**config.mk**
```make
export PLATFORM = sky130hd
export DESIGN_NAME = uart_rx_fifo
export DESIGN_NICKNAME = d
export VERILOG_FILES = /design/src/rtl/uart_rx_fifo_pkg.sv /design/src/rtl/uart_fifo_mem.sv /design/src/rtl/uart_rx_fifo.sv
export SDC_FILE = /design/constraint.sdc
export NUM_CORES = 1
export LEC_CHECK = 0
export BUFFER_PORTS_ARGS = -buffer_cell sky130_fd_sc_hd__buf_4
export CORE_MARGIN = 2
export CORE_UTILIZATION = 57
export CTS_BUF_LIST = sky130_fd_sc_hd__clkbuf_16
export CTS_CLUSTER_SIZE = 28
export DETAILED_ROUTE_END_ITERATION = 8
export GPL_ROUTABILITY_DRIVEN = 0
export HOLD_SLACK_MARGIN = 0.08
export PLACE_DENSITY = 0.79
export SLEW_MARGIN = 20
export SYNTH_ARGS = -nofsm -noshare
export SYNTH_HDL_FRONTEND = slang
export SYNTH_SLANG_ARGS = --single-unit
```
**constraint.sdc**
```tcl
create_clock -name clk -period 3.2 [get_ports clk]
set_input_delay 0.16 -clock clk [delete_from_list [all_inputs] [get_ports clk]]
set_output_delay 0.16 -clock clk [all_outputs]
set_load 0.005 [all_outputs]
```
**src/rtl/uart_rx_fifo_pkg.sv**
```systemverilog
// Shared definitions for the UART receive FIFO: ingest FSM states,
// register bit positions seen by firmware, and the break character.
package uart_rx_fifo_pkg;

  // Two-state ingest handshake with the buart holding register
  typedef enum logic {
    ST_IDLE = 1'b0,
    ST_ACK  = 1'b1
  } ingest_state_t;

  // Data register layout: head byte in [7:0], then status flags above it
  localparam int DAT_NEMPTY = 8;
  localparam int DAT_OVF    = 9;

  // Control/status register layout: level in [15:8], flags in the low nibble
  localparam int STAT_NEMPTY  = 1;
  localparam int STAT_FULL    = 2;
  localparam int STAT_OVF     = 3;
  localparam int STAT_LVL_LSB = 8;
  localparam int STAT_LVL_MSB = 15;

  // Control register write bits
  localparam int CTL_FLUSH   = 0;
  localparam int CTL_CLR_OVF = 1;

  // ctrl-C: ingesting this byte raises the break pulse
  localparam logic [7:0] BRK_CHAR = 8'h03;

endpackage

```
**src/rtl/uart_fifo_mem.sv**
```systemverilog
// DEPTH x 8 storage for the receive FIFO. One synchronous write port and
// one asynchronous read port so the head byte falls through without latency.
// The array carries no reset; validity is tracked by the pointers outside.
module uart_fifo_mem #(
  parameter int DEPTH = 16,
  parameter int AW    = $clog2(DEPTH)
) (
  input  logic          clk,
  input  logic          i_we,
  input  logic [AW-1:0] i_waddr,
  input  logic [7:0]    i_wdata,
  input  logic [AW-1:0] i_raddr,
  output logic [7:0]    o_rdata
);

  logic [7:0] r_mem [DEPTH];

  // Store the incoming byte at the write pointer
  always_ff @(posedge clk) begin
    if (i_we) begin
      r_mem[i_waddr] <= i_wdata;
    end
  end

  assign o_rdata = r_mem[i_raddr];

endmodule

```
**src/rtl/uart_rx_fifo.sv**
```systemverilog
// Receive buffer between the buart receiver and the CPU I/O bus.
// Drains buart's single-byte holding register into a FIFO, exposes a
// pop-on-read data register and a control/status register, tracks a
// sticky overflow flag and pulses brk when a ctrl-C byte is ingested.
module uart_rx_fifo
  import uart_rx_fifo_pkg::*;
#(
  parameter int  DEPTH = 16,
  localparam int AW    = $clog2(DEPTH)
) (
  input  logic        clk,
  input  logic        resetq,
  input  logic        uart_valid,
  input  logic [7:0]  uart_data,
  output logic        uart_rd,
  input  logic        rstrb,
  input  logic        wstrb,
  input  logic        sel_dat,
  input  logic        sel_cntl,
  input  logic [31:0] wdata,
  output logic [31:0] rdata,
  output logic        brk
);

  localparam logic [AW:0]   LVL_ONE   = (AW+1)'(1);
  localparam logic [AW:0]   LVL_DEPTH = (AW+1)'(DEPTH);
  localparam logic [AW-1:0] PTR_ONE   = AW'(1);

  ingest_state_t r_state;
  logic          r_uartRd;
  logic          r_brkHit;
  logic          r_brk;

  logic [AW-1:0] r_wrPtr;
  logic [AW-1:0] r_rdPtr;
  logic [AW:0]   r_level;
  logic          r_overflow;

  logic          w_full;
  logic          w_nempty;
  logic          w_flush;
  logic          w_clrOvf;
  logic          w_pushReq;
  logic          w_popReq;
  logic          w_push;
  logic          w_pop;
  logic          w_drop;
  logic [AW:0]   w_levelNext;
  logic [7:0]    w_memRdata;
  logic [7:0]    w_head;
  logic [7:0]    w_level8;
  logic [31:0]   w_rdata;
  logic          w_unusedWdata;

  assign w_full   = (r_level == LVL_DEPTH);
  assign w_nempty = (r_level != '0);

  // Bus-side control decode; flush overrides every other FIFO event
  assign w_flush  = sel_cntl && wstrb && wdata[CTL_FLUSH];
  assign w_clrOvf = sel_cntl && wstrb && wdata[CTL_CLR_OVF];

  // A new byte is only taken in IDLE, so the stale valid seen during ACK is ignored
  assign w_pushReq = (r_state == ST_IDLE) && uart_valid;
  assign w_popReq  = sel_dat && rstrb && w_nempty;

  // A full FIFO still accepts a byte when the head leaves in the same cycle
  assign w_pop  = w_popReq && !w_flush;
  assign w_push = w_pushReq && !w_flush && (!w_full || w_pop);
  assign w_drop = w_pushReq && !w_flush && w_full && !w_pop;

  // Only the two control bits of the write data are meaningful
  assign w_unusedWdata = ^wdata[31:2];

  // Ingest handshake: acknowledge buart one cycle, then give it a cycle to drop valid
  always_ff @(posedge clk or negedge resetq) begin
    if (!resetq) begin
      r_state  <= ST_IDLE;
      r_uartRd <= 1'b0;
      r_brkHit <= 1'b0;
      r_brk    <= 1'b0;
    end else begin
      r_brk <= r_brkHit;
      case (r_state)
        ST_IDLE: begin
          if (uart_valid) begin
            r_state  <= ST_ACK;
            r_uartRd <= 1'b1;
            r_brkHit <= (uart_data == BRK_CHAR);
          end else begin
            r_uartRd <= 1'b0;
            r_brkHit <= 1'b0;
          end
        end
        ST_ACK: begin
          r_state  <= ST_IDLE;
          r_uartRd <= 1'b0;
          r_brkHit <= 1'b0;
        end
        default: begin
          r_state  <= ST_IDLE;
          r_uartRd <= 1'b0;
          r_brkHit <= 1'b0;
        end
      endcase
    end
  end

  assign uart_rd = r_uartRd;
  assign brk     = r_brk;

  // Occupancy after this cycle's push and pop
  always_comb begin
    w_levelNext = r_level;
    case ({w_push, w_pop})
      2'b10:   w_levelNext = r_level + LVL_ONE;
      2'b01:   w_levelNext = r_level - LVL_ONE;
      default: w_levelNext = r_level;
    endcase
  end

  // Pointer and level bookkeeping; pointers wrap naturally at AW bits
  always_ff @(posedge clk or negedge resetq) begin
    if (!resetq) begin
      r_wrPtr <= '0;
      r_rdPtr <= '0;
      r_level <= '0;
    end else if (w_flush) begin
      r_wrPtr <= '0;
      r_rdPtr <= '0;
      r_level <= '0;
    end else begin
      if (w_push) begin
        r_wrPtr <= r_wrPtr + PTR_ONE;
      end
      if (w_pop) begin
        r_rdPtr <= r_rdPtr + PTR_ONE;
      end
      r_level <= w_levelNext;
    end
  end

  // Sticky overflow: set by a dropped byte, cleared by flush or an explicit clear
  always_ff @(posedge clk or negedge resetq) begin
    if (!resetq) begin
      r_overflow <= 1'b0;
    end else if (w_flush) begin
      r_overflow <= 1'b0;
    end else if (w_drop) begin
      r_overflow <= 1'b1;
    end else if (w_clrOvf) begin
      r_overflow <= 1'b0;
    end
  end

  uart_fifo_mem #(
    .DEPTH (DEPTH),
    .AW    (AW)
  ) u_mem (
    .clk     (clk),
    .i_we    (w_push),
    .i_waddr (r_wrPtr),
    .i_wdata (uart_data),
    .i_raddr (r_rdPtr),
    .o_rdata (w_memRdata)
  );

  assign w_head   = w_nempty ? w_memRdata : 8'h00;
  assign w_level8 = 8'(r_level);

  // Bus read mux; the data register wins when both selects are active
  always_comb begin
    w_rdata = '0;
    if (sel_dat) begin
      w_rdata[7:0]       = w_head;
      w_rdata[DAT_NEMPTY] = w_nempty;
      w_rdata[DAT_OVF]    = r_overflow;
    end else if (sel_cntl) begin
      w_rdata[STAT_LVL_MSB:STAT_LVL_LSB] = w_level8;
      w_rdata[STAT_OVF]    = r_overflow;
      w_rdata[STAT_FULL]   = w_full;
      w_rdata[STAT_NEMPTY] = w_nempty;
    end
  end

  assign rdata = w_rdata;

endmodule
```
**Yosys cells after proc, flatten, opt, wreduce, memory -nomap -nowiden**

Memory sizes are Yosys's and may differ from the RTL's.
Cells that the tools add are included.

- Add/subtract/negate cells: 4
- Multipliers: 0
- Div/mod/pow operators: 0
- Order comparisons: 0
- Eq/ne operators: 4
- Shift-type cells: 0
- Muxes and demuxes: 23
- Bitwise operators: 1
- Reduce and logical (&&, ||, !) cells: 20

Operators by type and width:

| cell | count |
|---|---|
| 2-to-1 mux 4 bit | 5 |
| logical AND 1 bit | 11 |
| 2-to-1 mux 5 bit | 2 |
| one-hot mux 5 bit (2 select lines) | 1 |
| adder 4 x 1 -> 4 bit (second input constant) | 2 |
| == test 8 x 2 -> 1 bit (second input constant) | 1 |
| 2-to-1 mux 1 bit | 8 |
| 2-to-1 mux 8 bit | 1 |
| 2-to-1 mux 3 bit | 2 |
| 2-to-1 mux 6 bit | 1 |
| nonzero test 3 bit | 2 |
| adder 5 x 1 -> 5 bit (second input constant) | 1 |
| == test 5 bit (second input constant) | 1 |
| nonzero test 5 bit | 1 |
| subtractor 5 x 1 -> 5 bit (second input constant) | 1 |
| one-hot mux 1 bit (2 select lines) | 2 |
| nonzero test 2 bit | 2 |
| logical NOT 1 bit | 3 |
| == test 2 x 1 -> 1 bit (second input constant) | 1 |
| == test 2 bit (second input constant) | 1 |
| 2-to-1 mux 2 bit | 1 |
| logical OR 1 bit | 1 |
| NOT 1 bit | 1 |

- Bits in registers: 17
- Bits in latches: 0
- RAM bits: 128
- Bits in read-only memories: 0
- Output and inout port bits: 34
- Word-level logic and storage cells: 60
- Memories: 1

Memory list:

| name | depth | width | rd ports | clocked after Yosys merged registers in | wr ports | RTL line | source |
|---|---|---|---|---|---|---|---|
| u_mem.r_mem | 16 | 8 | 1 | 0 | 1 | uart_fifo_mem.sv:16 | `logic [7:0] r_mem [DEPTH];` |

**Longest topological paths before layout**

Gate-level depths: netlist (run 1).

- Depth in word-level cells: 9
- Mapped depth: 12
- Mapped depth without buffers: 11

**Cells and area by module**

A second synthesis (run 1) with hierarchy kept.

- Cells, all modules: 355
- Area total of the unflattened synthesis: 6243.5 sq um

Modules (own cells, without submodules):

| module | times used | cells an instance | area each (sq um) |
|---|---|---|---|
| uart_fifo_mem | 1 | 221 | 4987.3 |
| uart_rx_fifo | 1 | 134 | 1256.2 |

**Least setup slack after synthesis (run 1)**

Ideal clock, no wire load.

- Kind: register -> register
- From: register r_level[1]
- To: register r_level[4]
- Library setup time: 0.120 ns
- Arrival time: 2.440 ns
- Required time: 3.080 ns
- Slack: 0.640 ns
- Stages on the path, launching flop included: 13
- Path buffers: 1
- Path through: dfrtp_1 buf_6 nor4_4 a21oi_1 and2_1 xor2_1 ha_1 or3_2 a21oi_1 nand3_1 a21boi_4 xnor2_1 nor2_1

- Word-level cells in the longest chain between the ends: 8
- Elaborated cells between the ends (all ways): 14

RTL lines:

| element | RTL line | source |
|---|---|---|
| from (decl) | uart_rx_fifo.sv:36 | `logic [AW:0] r_level;` |
| from (signal assigned) | uart_rx_fifo.sv:138 | `r_level <= w_levelNext;` |
| nonzero test 5 bit | uart_rx_fifo.sv:56 | `assign w_nempty = (r_level != '0);` |
| logical AND 1 bit | uart_rx_fifo.sv:64 | `assign w_popReq = sel_dat && rstrb && w_nempty;` |
| logical AND 1 bit | uart_rx_fifo.sv:67 | `assign w_pop = w_popReq && !w_flush;` |
| logical OR 1 bit | uart_rx_fifo.sv:68 | `assign w_push = w_pushReq && !w_flush && (!w_full \|\| w_pop);` |
| logical AND 1 bit | uart_rx_fifo.sv:68 |  |
| == test 2 x 1 -> 1 bit or == test 2 bit (tied branches) | uart_rx_fifo.sv:114 | `case ({w_push, w_pop})` |
| one-hot mux 5 bit (2 select lines) | uart_rx_fifo.sv:114 |  |
| 2-to-1 mux 5 bit | uart_rx_fifo.sv:127 | `end else if (w_flush) begin` |

Several ways; a longest one is shown, not always the timed one.
A chain may end at the register's enable or synchronous reset.

**Final worst setup path (run 1)**

- From: register r_rdPtr[0]
- To: output rdata[1]

- Word-level cells in the longest chain between the ends: 3

RTL lines:

| element | RTL line | source |
|---|---|---|
| from (decl) | uart_rx_fifo.sv:35 | `logic [AW-1:0] r_rdPtr;` |
| from (signal assigned) | uart_rx_fifo.sv:136 | `r_rdPtr <= r_rdPtr + PTR_ONE;` |
| memory read (16 x 8 bit) | n/a |  |
| 2-to-1 mux 8 bit | uart_rx_fifo.sv:167 | `assign w_head = w_nempty ? w_memRdata : 8'h00;` |
| 2-to-1 mux 3 bit | uart_rx_fifo.sv:173 | `if (sel_dat) begin` |
| to (decl) | uart_rx_fifo.sv:21 | `output logic [31:0] rdata,` |

Every way passes these cells.

==> impl_metrics.json, run 1 <==
{
  "antenna_found_initial": 0,
  "cp.required_ns": 3.04,
  "drcViolationCount": 0,
  "synth_flop_cell": "edfxtp_1",
  "ys_warn_count": 0,
  "cp-start-kind": "flop",
  "criticalPathCategory": "flop to output pin",
  "synth-async-reset-ratio_pct": 11.7,
  "start_util_pct": 57.9,
  "cp-end-kind": "output pin",
  "worstPathMaxFanout": 16,
  "whs_ns": 0.102,
  "insertion_delay_ns": 0.41,
  "cp-startpoint": "r_rdPtr[0]",
  "antenna_left": 0,
  "final_cell_area_um2": 7180,
  "avgViaCountPerCell": 5.70,
  "synth_edf_count": 128,
  "crit_arrival_ns": 2.73,
  "fillers": 698,
  "cts.path.max_buffers": 2,
  "fin_crit_sh_pct": 90.4,
  "drv_slew": 0,
  "ys_ff_latch": 145,
  "skew_ns": 0.00719,
  "grt_max_degree": 36,
  "port_buffers": 31,
  "cts_tree": "built",
  "cts-root-buf": "clkbuf_16",
  "clk_pin_slew_worst_paths_ns": 0.05,
  "post_drt_wl_per_cell_um": 21.7,
  "num_io_pins": 81,
  "rsz0062_at_grt": "false",
  "fin_util_pct": 67.1,
  "p_leak_nw": 2.52,
  "nNetsFinal": 456,
  "seqCellArea_um2": 4270,
  "powerDensity_nw_per_um2": 776,
  "dieArea_um2": 11700,
  "grt_pass1_wl_mm": 18.5,
  "vias": 3154,
  "setup_ws_ns": 0.308,
  "die_width_um": 108,
  "rows": 38,
  "dp_hpwl_mm": 7.59,
  "hold_depth": 4,
  "grt_pass1_vias": 3199,
  "cts.sinks": 145,
  "regToRegStartpoint": "r_level[0]",
  "setup_tns_ns": 0,
  "reg2reg_depth": 11,
  "maxCapViolCount": 0,
  "hp-class": "input pin to flop",
  "die_y_um": 108,
  "tightest_slew_ns": 0.714,
  "final-setup-viol-count": 0,
  "period_needed_ns": 2.89,
  "core_um2": 10700,
  "multiInputGateArea_um2": 1730,
  "vdd_drop_max_mv": 0.380,
  "min_from": "wstrb",
  "drtIter0Drc": 261,
  "max_slew_margin_pct": 52.4,
  "mappedNetlistArea_um2": 6190,
  "grtUsageTotal_pct": 22.5,
  "area_growth_pct": 15.9,
  "h-tree-depth": 4,
  "drt-total-wl_mm": 12.0,
  "synth_cell_types": 43,
  "cts_resized": 0,
  "postCtsSetupRepairBufs": 0,
  "hold_viol": 0,
  "max_freq_mhz": 346,
  "drive_above_1_share_pct": 29.3,
  "dp_worst_setup_slack_ns": 0.338,
  "netlist_instances": 343,
  "dr.pass1.iters": 4,
  "avgSynthCellArea_um2": 18.1,
  "status": "finished clean",
  "n_antenna_cell": 0,
  "dpl_cell_area_um2": 6590,
  "synth_seq_area_share_pct": 68.9,
  "grt.overflow.total": 0,
  "cts_buffers": 17
}
what timing repair did:
item	4_1_cts	5_1_grt
hold buffers	8	1
endpoints found under the setup margin	0	0
hold endpoints to repair	95	16
routing by layer:
layer,track usage [%],up-vias,share of wire [%]
met5,0,-,0
met4,9.07,0,1.7
met3,6.15,21,5.6
met2,35.1,103,50
met1,30.7,1620,43
li1,-,1410,-
area by class of cell:
type,count,area share [%]
flip-flops and latches,145,59.5
multi-input cells,172,24.2
repair buffers,57,6.45
clock buffers,17,5.93
well taps,140,2.44
clock inverters,13,1.05
inverters,9,0.471
path summary, 6_finish.rpt:
kind                       slack, ns         end
hold / removal                  0.10  r_overflow
min in group asynchronous       0.15  r_level[3]
setup reg to reg                0.32  r_level[4]
hold reg to reg                 0.35         brk
setup / recovery                0.31    rdata[1]
max in group asynchronous       2.83  r_rdPtr[0]
cells in the mapped netlist, drive strengths merged, types with 2 or more instances:
cell,instances,area [um2]
clkbuf,10,47.5
ha,7,87.6
edfxtp,128,3840
and2,12,75.1
o21ai,6,30.0
xor2,7,61.3
inv,9,33.8
nand3,4,20.0
nand4,3,18.8
a21oi,5,25.0
dfrtp,17,425
mux2,2,30.0
mux2i,2,20.0
nor4b,2,17.5
nor3,4,20.0
nor2b,7,43.8
xnor2,4,35.0
nor2,17,63.8
a21boi,2,26.3
and3,4,25.0
buf,25,178
mux4,40,901
nand2,12,45.0
critical path, cell delays in order, from the launching register on:
cell     delay [ns]
dfrtp_2        0.68
buf_12         0.25
mux4_2         0.53
mux4_2         0.48
a21oi_1        0.16
a21oi_1        0.06
buf_4          0.15
cell families (layout without fill, tap and decap cells):
group | count (synthesis) | after routing | share of synthesized area (%)
mux | 44 | 44 | 15.4
flops | 145 | 145 | 68.9
other cells | 1 | 19 | 0.0605
buf+inv | 44 | 96 | 4.18
xor+xnor | 11 | 11 | 1.56
compound gates | 20 | 20 | 2.20
fa+ha+maj | 7 | 7 | 1.41
simple gates | 71 | 71 | 6.32
registers in the layout, summed over array words and instances, names as in the netlist:
name	count
brk	1
r_brkHit	1
r_level	5
r_overflow	1
r_rdPtr	4
r_wrPtr	4
u_mem.r_mem	128
uart_rd	1
per-stage QoR:
step / cells / power [mW]
floorplan: 361 / 3.46
global placement: 514 / 3.89
detailed placement: 514 / 3.93
CTS: 552 / 5.61
global route: 553 / 5.80
finish: 553 / 5.57
power by group:
group | internal, mW | switching, mW | total, mW
Combinational | 0.810 | 0.674 | 1.48
Sequential | 2.21 | 0.205 | 2.42
Clock | 0.961 | 0.706 | 1.67
Total | 3.98 | 1.58 | 5.57
placed cells by master, fill, tap and decap left out, types with 2 or more instances in the layout:
master         Yosys  routed
nor4b_1            2       2
mux2_4             2       2
and3_1             4       4
buf_4             19      47
clkinv_1           0       6
a21oi_1            5       5
nor3_1             4       4
dlygate4sd3_1      0       9
conb_1             1      19
dfrtp_1           17      16
clkbuf_16          0      17
mux4_2            40      40
clkinvlp_4         0       4
o21ai_1            2       2
nand2_1           12      12
xnor2_1            4       4
nand3_1            4       4
inv_1              9       9
clkinv_4           0       2
o21ai_0            4       4
edfxtp_1         128     128
nand4_1            3       3
xor2_1             7       7
nor2b_1            7       7
nor2_1            17      17
ha_1               7       7
mux2i_1            2       2
and2_1            12      12
(Power assumes the default switching activity.)
==> run 2: changes to the inputs <==
- CORE_MARGIN: 2 -> not set
==> run 2 against run 1 <==
Net effect: via count up 3.8%; global-route usage is 1.3 points higher; maximum frequency fell by 0.45%.
==> impl_metrics.json, run 2 (same netlist as run 1, synthesis figures left out) <==
{
  "layout_commonest_cell": "edfxtp_1",
  "fin_crit_sh_pct": 90.8,
  "cp-end-kind": "output pin",
  "antenna_left": 0,
  "skew_ns": 0.00785,
  "num_io_pins": 81,
  "insertion_delay_ns": 0.41,
  "p_leak_nw": 2.53,
  "final_cell_mix": "edfxtp_1 (128), mux4_2 (40), buf_4 (38)",
  "n_antenna_cell": 0,
  "cts.path.max_buffers": 2,
  "rows": 37,
  "cts.sinks": 145,
  "avgViaCountPerCell": 6.02,
  "antenna_found_initial": 0,
  "cts_tree": "built",
  "cp-start-kind": "flop",
  "power.share.combinational_pct": 26.1,
  "rsz0062_at_grt": "false",
  "grt_pass1_wl_mm": 18.9,
  "grt_max_degree": 36,
  "postCtsHoldBufs": 10,
  "max_slew_margin_pct": 45.0,
  "hold_viol": 0,
  "grt.overflow.total": 0,
  "post_drt_wl_per_cell_um": 22.1,
  "status": "finished clean",
  "clock_power_share_pct": 31.6,
  "dr.pass1.iters": 7,
  "grt_pass1_vias": 3305,
  "dp_hpwl_mm": 7.37,
  "vias": 3274,
  "drive_above_1_share_pct": 29.7,
  "p_switching_mw": 1.64,
  "whs_ns": 0.114,
  "crit_arrival_ns": 2.74,
  "port_buffers": 31,
  "p_int_mw": 4.09,
  "largest_reg_flops": 128,
  "period_needed_ns": 2.90,
  "powerDensity_nw_per_um2": 797,
  "slowest_delay_ns": 0.68,
  "nNetsFinal": 449,
  "dieArea_um2": 11300,
  "drt-total-wl_mm": 12.0,
  "regMostFlops": "u_mem.r_mem",
  "fin_util_pct": 69.0,
  "fillers": 660,
  "cp.required_ns": 3.04,
  "grtUsageTotal_pct": 23.8,
  "core_um2": 10400,
  "drtIter0Drc": 393,
  "max_freq_mhz": 344,
  "start_util_pct": 59.5,
  "area_growth_pct": 16.0,
  "final-setup-viol-count": 0,
  "vdd_drop_max_mv": 0.444,
  "tightest_slew_ns": 0.822,
  "criticalPathCategory": "flop to output pin",
  "die_width_um": 106,
  "die_y_um": 106,
  "setup_ws_ns": 0.295,
  "hp-class": "input pin to flop",
  "clk_pin_slew_worst_paths_ns": 0.06,
  "reg_top3": "u_mem.r_mem (128), r_level (5)",
  "critPathSlowestCell": "dfrtp_2",
  "worstPathMaxFanout": 12,
  "cts_buffers": 17,
  "drcViolationCount": 0,
  "crit_chain": "buf_12 -> mux4_2 -> mux4_2 -> a21oi_1 -> a21oi_1 -> buf_4",
  "cts_resized": 0,
  "seqPwrFrac_pct": 42.3,
  "dp_worst_setup_slack_ns": 0.450,
  "maxCapViolCount": 0,
  "postCtsSetupRepairBufs": 0,
  "drv_slew": 0,
  "setup_tns_ns": 0,
  "h-tree-depth": 4,
  "cts-root-buf": "clkbuf_16",
  "sw_frac_of_total_pct": 28.6
}
[run 2: cell count changes in the layout (fill, tap and decap cells not counted), moves of 2 or more]
cell        before  now
nor3_1           4    2
nor3_2           0    2
clkinv_2         1    6
buf_4           47   38
clkinvlp_4       4    2
inv_6            0    3
clkinv_1         6    1
[run 2: worst paths after layout]
check | start | to | slack, ns | depth (start not counted)
max reg2reg | r_level[0] | r_level[4] | 0.34 | 11
min in group asynchronous | resetq | r_rdPtr[2] | 0.15 | 2
max | r_rdPtr[0] | rdata[1] | 0.30 | 6
min reg2reg | r_brkHit | brk | 0.36 | 0
max in group asynchronous | resetq | r_rdPtr[0] | 2.84 | 2
min | wstrb | r_overflow | 0.11 | 4
[run 2: power groups by stage]
stage / combinational [mW] / clock [mW] / sequential [mW]
finish: 1.50 / 1.81 / 2.42
global route: 1.62 / 1.89 / 2.45
CTS: 1.50 / 1.82 / 2.42
detailed placement: 1.45 / 0 / 2.45
global placement: 1.42 / 0 / 2.44
floorplan: 1.14 / 0 / 2.32
[run 2: critical path, delay by kind of cell (launching register included)]
kind,cells,cell delay [ns]
multiplexers,2,1.00
flip-flops,1,0.68
AO/OA/AOI/OAI,2,0.28
buffers and inverters,2,0.39
[run 2: layout make-up]
| type | instances | area [um2] | share of cell area [%] |
|---|---|---|---|
| inverters | 9 | 33.8 | 0.470 |
| well taps | 136 | 170 | 2.37 |
| multi-input cells | 172 | 1740 | 24.3 |
| flip-flops and latches | 145 | 4270 | 59.4 |
| clock inverters | 15 | 118 | 1.64 |
| repair buffers | 50 | 425 | 5.92 |
| clock buffers | 17 | 425 | 5.92 |
[run 2: metal layers]
metal	wire length (um)	track usage, %	vias to the layer above	part of all wire (%)
met2	6150	37.5	160	51
met3	677	4.90	22	5.6
met1	4910	32.7	1688	41
met5	0	0	-	0
li1	-	-	1404	-
met4	261	10.2	0	2.2
[run 2: stage by stage]
step	power (mW)	area, um2	instances
after floorplan	3.46	6260	361
after global placement	3.86	6530	502
after detailed placement	3.91	6540	502
after CTS	5.75	7190	544
after global routing	5.95	7190	544
final	5.73	7190	544
==> run 3: changes to the inputs <==
- CORE_ASPECT_RATIO: not set -> 0.6
- PLACE_DENSITY: 0.79 -> not set
- PLACE_DENSITY_LB_ADDON: not set -> 0.1
==> run 3 against run 2 <==
Net effect: final cell count rose by 1.8%; wire length fell by 1.6%; sequential cell count did not move; highest routed layer unchanged; register-to-register slack improved by 0.08 ns; total power rose by 2.8%; critical path type unchanged; core utilization rose by 0.063 points; sequential power fell by 2%; critical endpoint unchanged; worst setup slack improved by 0.034 ns; maximum frequency rose by 1.2%.
==> impl_metrics.json, run 3 (same netlist as run 1, synthesis figures left out) <==
{
  "max_freq_mhz": 348,
  "setup_tns_ns": 0,
  "avgViaCountPerCell": 5.63,
  "dieArea_um2": 11300,
  "max_slew_margin_pct": 56.2,
  "area_growth_pct": 17.7,
  "start_util_pct": 58.7,
  "cts.path.max_buffers": 2,
  "status": "finished clean",
  "r2r_setup_slack_ns": 0.42,
  "grt_pass1_vias": 2989,
  "layout_commonest_cell": "edfxtp_1",
  "wl_met1_mm": 5.58,
  "worstReg2RegEnd": "r_level[4]",
  "met2_length_mm": 5.01,
  "final-setup-viol-count": 0,
  "cp.required_ns": 3.04,
  "drt-total-wl_mm": 11.8,
  "cts.sinks": 145,
  "post_drt_wl_per_cell_um": 21.3,
  "whs_endpoint": "r_overflow",
  "postCtsSetupRepairBufs": 0,
  "cts_tree": "built",
  "reg_top3": "u_mem.r_mem (128), r_level (5)",
  "insertion_delay_ns": 0.41,
  "criticalPathCategory": "flop to output pin",
  "tightest_slew_ns": 0.652,
  "hp-class": "input pin to flop",
  "clk_pin_slew_worst_paths_ns": 0.06,
  "dp_worst_setup_slack_ns": 0.486,
  "port_buffers": 31,
  "cts-root-buf": "clkbuf_16",
  "crit_arrival_ns": 2.71,
  "num_io_pins": 81,
  "drcViolationCount": 0,
  "final_cell_mix": "edfxtp_1 (128), buf_4 (47), mux4_2 (40)",
  "cp-start-kind": "flop",
  "grtUsageTotal_pct": 23.4,
  "grt.overflow.total": 0,
  "dr.pass1.iters": 6,
  "nNetsFinal": 456,
  "worstPathMaxFanout": 27,
  "grt_pass1_wl_mm": 17.7,
  "p_leak_nw": 2.59,
  "drive_above_1_share_pct": 30.8,
  "antenna_found_initial": 0,
  "cts_buffers": 17,
  "reg2reg_depth": 11,
  "powerDensity_nw_per_um2": 808,
  "drtIter0Drc": 345,
  "antenna_left": 0,
  "setup_ws_ns": 0.329,
  "core_um2": 10600,
  "rsz0062_at_grt": "false",
  "slowest_delay_ns": 0.59,
  "n_antenna_cell": 0,
  "rows": 29,
  "min_from": "wstrb",
  "routed.top_layer": "met4",
  "h-tree-depth": 4,
  "wl_met3_mm": 1.19,
  "vias": 3120,
  "maxCapViolCount": 0,
  "dp_hpwl_mm": 7.91,
  "skew_ns": 0.0125,
  "postCtsHoldBufs": 9,
  "cp-end-kind": "output pin",
  "largest_reg_flops": 128,
  "cts_resized": 0,
  "grt_max_degree": 36,
  "vdd_drop_max_mv": 0.533,
  "fin_crit_sh_pct": 89.7,
  "hold_viol": 0,
  "drv_slew": 0,
  "hold_depth": 4,
  "regMostFlops": "u_mem.r_mem",
  "period_needed_ns": 2.87,
  "die_y_um": 82.8,
  "crit_chain": "buf_12 -> mux4_2 -> mux4_2 -> a21oi_1 -> a21oi_1 -> buf_4",
  "die_width_um": 137,
  "fin_util_pct": 69.1,
  "regToRegStartpoint": "r_level[0]",
  "critPathSlowestCell": "mux4_2"
}
-- run 3: changes by cell type in the layout (fill, tap and decap cells not counted), sizes merged --
| cell | change |
|---|---|
| buf | +8 |
| clkbuf | +3 |
| clkinvlp | -1 |
| clkinv | -2 |
| dlygate4sd3 | -1 |
-- run 3: how the worst max path moves through the flow --
stage / startpoint / to / slack [ns] / depth (start not counted)
after floorplan: r_level[1] / r_level[4] / 0.64 / 12
after global placement: r_level[0] / r_level[4] / 0.49 / 11
after detailed placement: r_level[0] / r_level[4] / 0.49 / 11
after CTS: r_rdPtr[0] / rdata[1] / 0.28 / 6
after global routing: r_rdPtr[0] / rdata[1] / 0.13 / 6
final: r_rdPtr[0] / rdata[1] / 0.33 / 6
-- run 3: per-stage QoR --
stage	power [mW]	instances	hold slack, ns	cell area [um2]
6_report	5.89	554	0.0988	7290
5_1_grt	6.17	554	0.0917	7290
4_1_cts	5.94	554	0.0886	7290
3_5_place_dp	3.93	513	0.0517	6590
3_3_place_gp	3.91	513	0.0426	6590
2_1_floorplan	3.46	361	-0.136	6260
-- run 3: cell type report --
class                      instances  area [um2]
timing repair buffer              57         463
clock buffer                      20         500
tap                              139         174
fill                             680        3270
inverter                           9        33.8
sequential                       145        4270
multi-input combinational        172        1730
clock inverter                    12         116
-- run 3: routing by layer --
metal	up-vias	global-route usage, %
met4	0	7.44
met1	1568	36.8
li1	1415	-
met3	2	6.65
met2	135	31.3
met5	-	0
-- run 3: worst max-delay path: cells and delay by family (launching register included) --
| family | cells | cell delay (ns) |
|---|---|---|
| muxes | 2 | 1.08 |
| AOI/OAI and AO/OA | 2 | 0.21 |
| buffers and inverters | 2 | 0.43 |
| DFF | 1 | 0.55 |
-- run 3: report_power, final --
part	leakage (nW)	switching, mW	total, mW	internal (mW)
Clock	0.301	0.772	1.99	1.22
Combinational	0.918	0.717	1.53	0.808
Sequential	1.37	0.162	2.38	2.21
Total	2.59	1.65	5.89	4.24
